**src/rtl/pipe_ctrl.sv**
```systemverilog
// Stall/flush scheduler for the F/D/E/M/W pipeline: memory-wait, divide-wait,
// load-use bubbles, taken-branch squash and exception flush.
module pipe_ctrl #(
    parameter int DIV_LAT = 4
) (
    input  logic       clk,
    input  logic       resetn,
    input  logic       load_useD,
    input  logic       div_startE,
    input  logic       br_takenD,
    input  logic       mem_reqM,
    input  logic       data_ok,
    input  logic       excW,
    output logic       stallF,
    output logic       stallD,
    output logic       stallE,
    output logic       stallM,
    output logic       flushD,
    output logic       flushE,
    output logic       flushM,
    output logic       div_go,
    output logic       div_cancel,
    output logic [1:0] state
);
    localparam int CW = $clog2(DIV_LAT);

    typedef enum logic [1:0] {RUN = 2'd0, MEMW = 2'd1, DIVW = 2'd2} state_t;

    state_t          cur, nxt;
    logic [CW-1:0]   cnt, cntNxt;
    logic            discard, discardNxt;
    logic            memBusy;

    assign state = cur;

    // A response that arrives while discard is set belongs to a squashed
    // request, so it never counts as completion of the current one.
    assign memBusy = (cur != DIVW) && ((cur == MEMW) || mem_reqM) && (!data_ok || discard);

    always_ff @(posedge clk) begin
        if (!resetn) begin
            cur     <= RUN;
            cnt     <= '0;
            discard <= 1'b0;
        end else begin
            cur     <= nxt;
            cnt     <= cntNxt;
            discard <= discardNxt;
        end
    end

    always_comb begin
        nxt        = cur;
        cntNxt     = cnt;
        discardNxt = discard;
        stallF     = 1'b0;
        stallD     = 1'b0;
        stallE     = 1'b0;
        stallM     = 1'b0;
        flushD     = 1'b0;
        flushE     = 1'b0;
        flushM     = 1'b0;
        div_go     = 1'b0;
        div_cancel = 1'b0;

        if (discard && data_ok)
            discardNxt = 1'b0;

        if (!resetn) begin
            flushD     = 1'b1;
            flushE     = 1'b1;
            flushM     = 1'b1;
            nxt        = RUN;
            cntNxt     = '0;
            discardNxt = 1'b0;
        end else if (excW) begin
            flushD     = 1'b1;
            flushE     = 1'b1;
            flushM     = 1'b1;
            nxt        = RUN;
            cntNxt     = '0;
            div_cancel = (cur == DIVW);
            if ((cur == MEMW) || (mem_reqM && !data_ok))
                discardNxt = 1'b1;
        end else if (memBusy) begin
            stallF = 1'b1;
            stallD = 1'b1;
            stallE = 1'b1;
            stallM = 1'b1;
            nxt    = MEMW;
        end else if (cur == MEMW) begin
            nxt = RUN;
        end else if (cur == DIVW) begin
            if (cnt != '0) begin
                stallF = 1'b1;
                stallD = 1'b1;
                stallE = 1'b1;
                flushM = 1'b1;
                cntNxt = cnt - CW'(1);
            end else begin
                nxt = RUN;
            end
        end else if (div_startE) begin
            div_go = 1'b1;
            cntNxt = CW'(DIV_LAT - 1);
            stallF = 1'b1;
            stallD = 1'b1;
            stallE = 1'b1;
            flushM = 1'b1;
            nxt    = DIVW;
        end else if (load_useD) begin
            stallF = 1'b1;
            stallD = 1'b1;
            flushE = 1'b1;
        end

        // A held D stage keeps the branch, so its squash waits until D moves.
        if (resetn && !excW && br_takenD && !stallD)
            flushD = 1'b1;
    end
endmodule
```
**config.mk**
```make
export PLATFORM = sky130hd
export DESIGN_NAME = pipe_ctrl
export DESIGN_NICKNAME = d
export VERILOG_FILES = /design/src/rtl/pipe_ctrl.sv
export SDC_FILE = /design/constraint.sdc
export NUM_CORES = 1
export LEC_CHECK = 0
export ABC_AREA = 1
export CAP_MARGIN = 20
export CORE_AREA = 2 2 39 41
export CTS_BUF_LIST = sky130_fd_sc_hd__clkbuf_16
export CTS_CLUSTER_SIZE = 25
export DETAILED_ROUTE_END_ITERATION = 16
export DIE_AREA = 0 0 41 43
export PLACE_DENSITY = 0.7
export SLEW_MARGIN = 15
export SYNTH_ARGS = -nofsm -noshare
export SYNTH_HDL_FRONTEND = slang
export SYNTH_SLANG_ARGS = --single-unit
```
**constraint.sdc**
```tcl
create_clock -name clk -period 1.7 [get_ports clk]
set_clock_uncertainty 0.05 [all_clocks]
set_input_delay 0.255 -clock clk [delete_from_list [all_inputs] [get_ports clk]]
set_output_delay 0.255 -clock clk [all_outputs]
set_load 0.02 [all_outputs]
```
**Word-level counts from Yosys, hierarchy flattened**

Cells that the tools add are included.

- Flip-flop bits (word level): 5
- Output and inout port bits: 11

- Add/subtract/negate cells: 1
- Equality and inequality tests: 6
- Mux-type cells: 47
- Bitwise gates (word level): 3
- Reduce and logical (&&, ||, !) cells: 21

Operators with widths:

| cell | number |
|---|---|
| $mux 1 | 41 |
| $mux 2 | 6 |
| $logic_and 1x1->1 | 7 |
| $ne 2x2->1 const B | 2 |
| $ne 4x4->1 const B | 1 |
| $reduce_and 2->1 | 2 |
| $reduce_and 4->1 | 1 |
| $reduce_bool 2->1 | 2 |
| $reduce_bool 4->1 | 1 |
| $reduce_or 4->1 | 1 |
| $logic_not 1->1 | 3 |
| $logic_or 1x1->1 | 3 |
| $not 1->1 | 3 |
| $eq 2x1->1 const B | 1 |
| $eq 2x2->1 const B | 1 |
| $ne 2x1->1 const B | 1 |
| $reduce_or 2->1 | 1 |
| $sub 2x1->2 const B | 1 |

**Logic depth before layout (Yosys ltp)**

- Depth in word-level cells: 10
- Depth in mapped cells: 9

**Worst setup path after synthesis**

OpenSTA, ideal clock, no wires.

- Path type: register to output
- Start point: register cur[0], in the netlist state[0]
- End point: output stallF
- Data arrival time: 1.707 ns
- Data required time: 1.395 ns
- Slack: -0.312 ns
- Stages on the path, launching flop included: 9
- Path buffers: 1
- Cell sequence: dfxtp_1 -> inv_1 -> ha_1 -> nand2_1 -> nand2_2 -> o21ai_2 -> inv_1 -> nor2_1 -> buf_4

- Word-level cells in the longest chain between the ends: 7
- Elaborated cells on any way between the ends: 11
- Those cells by class: eq/ne: 3; mux: 5; reduce/logical: 3

RTL lines:

| item | RTL line | text |
|---|---|---|
| start, declared | 29 | `state_t cur, nxt;` |
| start signal, assigned | 46 | `cur <= nxt;` |
| $eq 2x1->1 | 38, 91 |  |
| $logic_or 1x1->1 | 38 | `assign memBusy = (cur != DIVW) && ((cur == MEMW) \|\| mem_reqM) && (!data_ok \|\| discard);` |
| $logic_and 1x1->1 (2 in series) | 38 |  |
| $mux 1 * (3 in series) | n/a |  |
| end, declared | 14 | `output logic stallF,` |

Every way passes the cells marked *; elsewhere a longest branch is shown, timed or not.

**Worst setup path after layout**

- Start point: register cur[0], in the netlist state[0]
- End point: output flushM

- Word-level cells in the longest chain between the ends: 7
- Elaborated cells on any way between the ends: 11
- Those cells by class: eq/ne: 3; mux: 5; reduce/logical: 3

RTL lines:

| item | RTL line | text |
|---|---|---|
| $eq 2x1->1 | 38, 91 |  |
| $logic_or 1x1->1 | 38 |  |
| $logic_and 1x1->1 (2 in series) | 38 |  |
| $mux 1 * | 85 | `end else if (memBusy) begin` |
| $mux 1 * | 76 | `end else if (excW) begin` |
| $mux 1 * | 69 | `if (!resetn) begin` |
| end, declared | 20 | `output logic flushM,` |

Marks and branches as above.

==> impl_metrics.json <==
{
  "run_status": "complete, but fails checks",
  "failing_checks": "setup timing",
  "maxCapViolations": 0,
  "first_global_vias": 528,
  "gp_routability_congestion": 0.692,
  "arrival_ns": 1.41,
  "timing_hold_violations_final": 0,
  "hp-class": "flop to flop",
  "initial_antenna_violation_count": 0,
  "fin_util": 0.712,
  "tritoncts_buffer_count": 3,
  "criticalPathCategory": "flop to output pin",
  "vias": 560,
  "yosys-mux-area-fraction": 0,
  "timing.critical_path.required_ns": 1.39,
  "power.density_mw_per_mm2": 741,
  "design.die.area_mm2": 0.00176,
  "cts.clk_slew.worst_paths_ns": 0.03,
  "cts.htree.levels": 1,
  "synth_xor_xnor_area_share": 0,
  "synthDominantCellAreaShare": 0.227,
  "worst_setup_path_end_kind": "output pin",
  "max_slew_margin": 0.850,
  "max_clock_freq_ghz": 0.583,
  "cp_slowest_stage_delay_ns": 0.36,
  "syn_area_um2": 442,
  "combinational_family_with_the_most_area_after_synthesis": "simple AND/OR/NAND/NOR gates",
  "crit_family": "buffers and inverters",
  "boundaryPins": 19,
  "final_max_slew_viol_count": 0,
  "period_share": 1.01,
  "sequential_area_share_after_synthesis": 0.227,
  "track_usage": 0.184,
  "routed_wire_length_per_instance_um": 11.0,
  "worst-slew-pin-transition_ns": 0.225,
  "setup-violations-final": 5,
  "worst-r2r-setup-slack_ns": 0.26,
  "ctsHoldBuffers": 0,
  "accumulated_negative_setup_slack_ns": -0.0296,
  "first_iter_violations": 4,
  "port_buffers": 18,
  "yosys.area.top_type": "sky130_fd_sc_hd__dfxtp_1",
  "drtPass1Iterations": 3,
  "grt_first_pass_wirelength_mm": 2.13,
  "leakage_dissipation_nw": 0.480,
  "postSynthCellCount": 68,
  "post-route-drc-count": 0,
  "die_h_um": 43,
  "grt_start_max_net_pins": 8,
  "post_route_cells_drive_above_1_share": 0.545,
  "totalWireLength_mm": 1.41,
  "critical_path.n_buffers_inverters": 4,
  "power.total_uw": 730,
  "routed_via_count_divided_by_cell_count": 4.38,
  "cts.path.max_buffers": 2,
  "syn-mean-instance-area_um2": 6.50,
  "synth_fa_ha_area_frac": 0.0850,
  "floorplan.rows": 14,
  "timing.final.ws_setup_ns": -0.0155,
  "post-place-cells": 118,
  "grt_overflow": 0,
  "synthesis.nets": 79,
  "clkLatencyLatePin_ns": 0.23,
  "yosys_register_bits": 5,
  "critical_path.cell_chain": "inv_2 -> ha_4 -> inv_4 -> nand3_4 -> buf_6 -> nand2_2 -> nand2_2 -> buf_6",
  "post_synth_num_cell_types": 20,
  "power.ir.vdd_worst_mv": 0.517,
  "crit_path_top_delay_cell": "sky130_fd_sc_hd__dfxtp_4",
  "clock-sinks": 5,
  "rsz_0062_raised_after_global_routing": "true",
  "fin_nets": 124,
  "worst_hold_slack_ns": 0.421,
  "cts-root-buf": "sky130_fd_sc_hd__clkbuf_16",
  "ys_warn_count": 0,
  "synthTopCellsByArea": "sky130_fd_sc_hd__dfxtp_1 (23%), sky130_fd_sc_hd__nand2_1 (16%), sky130_fd_sc_hd__inv_1 (11%)",
  "finalWorstPathRequiredPeriod_ns": 1.72,
  "post-dp-hpwl_mm": 1.01,
  "startpoint_type": "flop",
  "initial_core_util": 0.319,
  "core-area_mm2": 0.00138,
  "final_antenna_net_count": 0,
  "synthToLayoutAreaGrowth_pct": 123,
  "cts_tree": "built",
  "synth_compound_area_frac": 0.122,
  "critPathMaxFanout": 7,
  "die_x_um": 41,
  "synth-simple-area-share": 0.431,
  "diodes": 0,
  "final_cells": 128
}
[logic make-up (layout without fill, tap and decap cells)]
| family | count (synthesis) | count (layout) |
|---|---|---|
| compound gates | 9 | 9 |
| simple gates | 36 | 36 |
| flops | 5 | 5 |
| buf+inv | 15 | 59 |
| fa+ha+maj | 3 | 3 |
[cell usage after synthesis]
library cell and instances:
sky130_fd_sc_hd__nand3_1 1, sky130_fd_sc_hd__a21oi_1 4, sky130_fd_sc_hd__o211ai_1 1, sky130_fd_sc_hd__o21bai_1 1, sky130_fd_sc_hd__o21ai_0 2, sky130_fd_sc_hd__nor2_4 1
sky130_fd_sc_hd__o21ai_2 1, sky130_fd_sc_hd__ha_1 3, sky130_fd_sc_hd__nor2_8 1, sky130_fd_sc_hd__inv_2 1, sky130_fd_sc_hd__nand2_2 2, sky130_fd_sc_hd__dfxtp_1 5
sky130_fd_sc_hd__nor2_2 2, sky130_fd_sc_hd__buf_4 1, sky130_fd_sc_hd__nand3b_1 1, sky130_fd_sc_hd__inv_1 13, sky130_fd_sc_hd__nor2_1 7, sky130_fd_sc_hd__nand2_1 19
sky130_fd_sc_hd__nand3_4 1, sky130_fd_sc_hd__nand4_1 1
[flip-flops by register name, indices dropped and copies added (netlist names)]
| name | flops |
|---|---|
| state | 2 |
| cnt | 2 |
| discard | 1 |
[power by group]
part / internal, mW / switching, mW
sequential: 0.123 / 0.00494
clock: 0.305 / 0.0795
combinational: 0.112 / 0.106
[per-layer routing]
| metal | vias up | part of all wire | track usage | routed length [µm] |
|---|---|---|---|---|
| met5 | - | 0 | 0 | 0 |
| li1 | 300 | - | - | - |
| met1 | 243 | 0.41 | 0.182 | 576 |
| met3 | 3 | 0.057 | 0.0471 | 81 |
| met4 | 0 | 0.021 | 0.120 | 29 |
| met2 | 14 | 0.51 | 0.313 | 723 |
[repair_timing]
| action | CTS | global route |
|---|---|---|
| setup buffers | 4 | 2 |
| resized for setup | 56 | 23 |
| pin swaps | 6 | 4 |
| endpoints found under the setup margin | 9 | 9 |
| endpoints found under the hold margin | 0 | 0 |
[through the flow]
step / instance area [µm²] / setup WS (ns)
2_1_floorplan: 454 / 0.00345
3_3_place_gp: 774 / -0.443
3_5_place_dp: 774 / -0.460
6_report: 985 / -0.0155
5_1_grt: 985 / -0.0837
4_1_cts: 900 / -0.0336
[tightest hold or removal path, stage by stage, from the launching register on]
cell                      delay [ns]
sky130_fd_sc_hd__dfxtp_1        0.30
sky130_fd_sc_hd__nand2_1        0.06
sky130_fd_sc_hd__a21oi_1        0.06
[path summary, 6_finish.rpt]
kind / from / end / cells after the start
hold reg to reg: discard / discard / 2
hold / removal: discard / discard / 2
setup / recovery: state[0] / flushM / 8
setup reg to reg: state[1] / cnt[0] / 10
[placed cells by master, fill, tap and decap left out, drive strengths merged]
cell type and instances:
nor2 11, buf 31, nand2 21, dlymetal6s2s 1
dfxtp 5, a21oi 4, clkdlybuf4s50 6, nand4 1
o21bai 1, nand3b 1, ha 3, inv 15
nand3 2, o21ai 3, o211ai 1, dlygate4sd2 2
clkbuf 4
[cell type report]
cell class	instances	area, µm²
Inverter	14	57.6
Tap cell	16	20.0
Sequential cell	5	108
Clock inverter	1	3.75
Multi-Input combinational cell	48	369
Fill cell	101	399
Clock buffer	3	75.1
Timing Repair Buffer	41	352
Note: power is estimated with default switching activity, not from simulation.
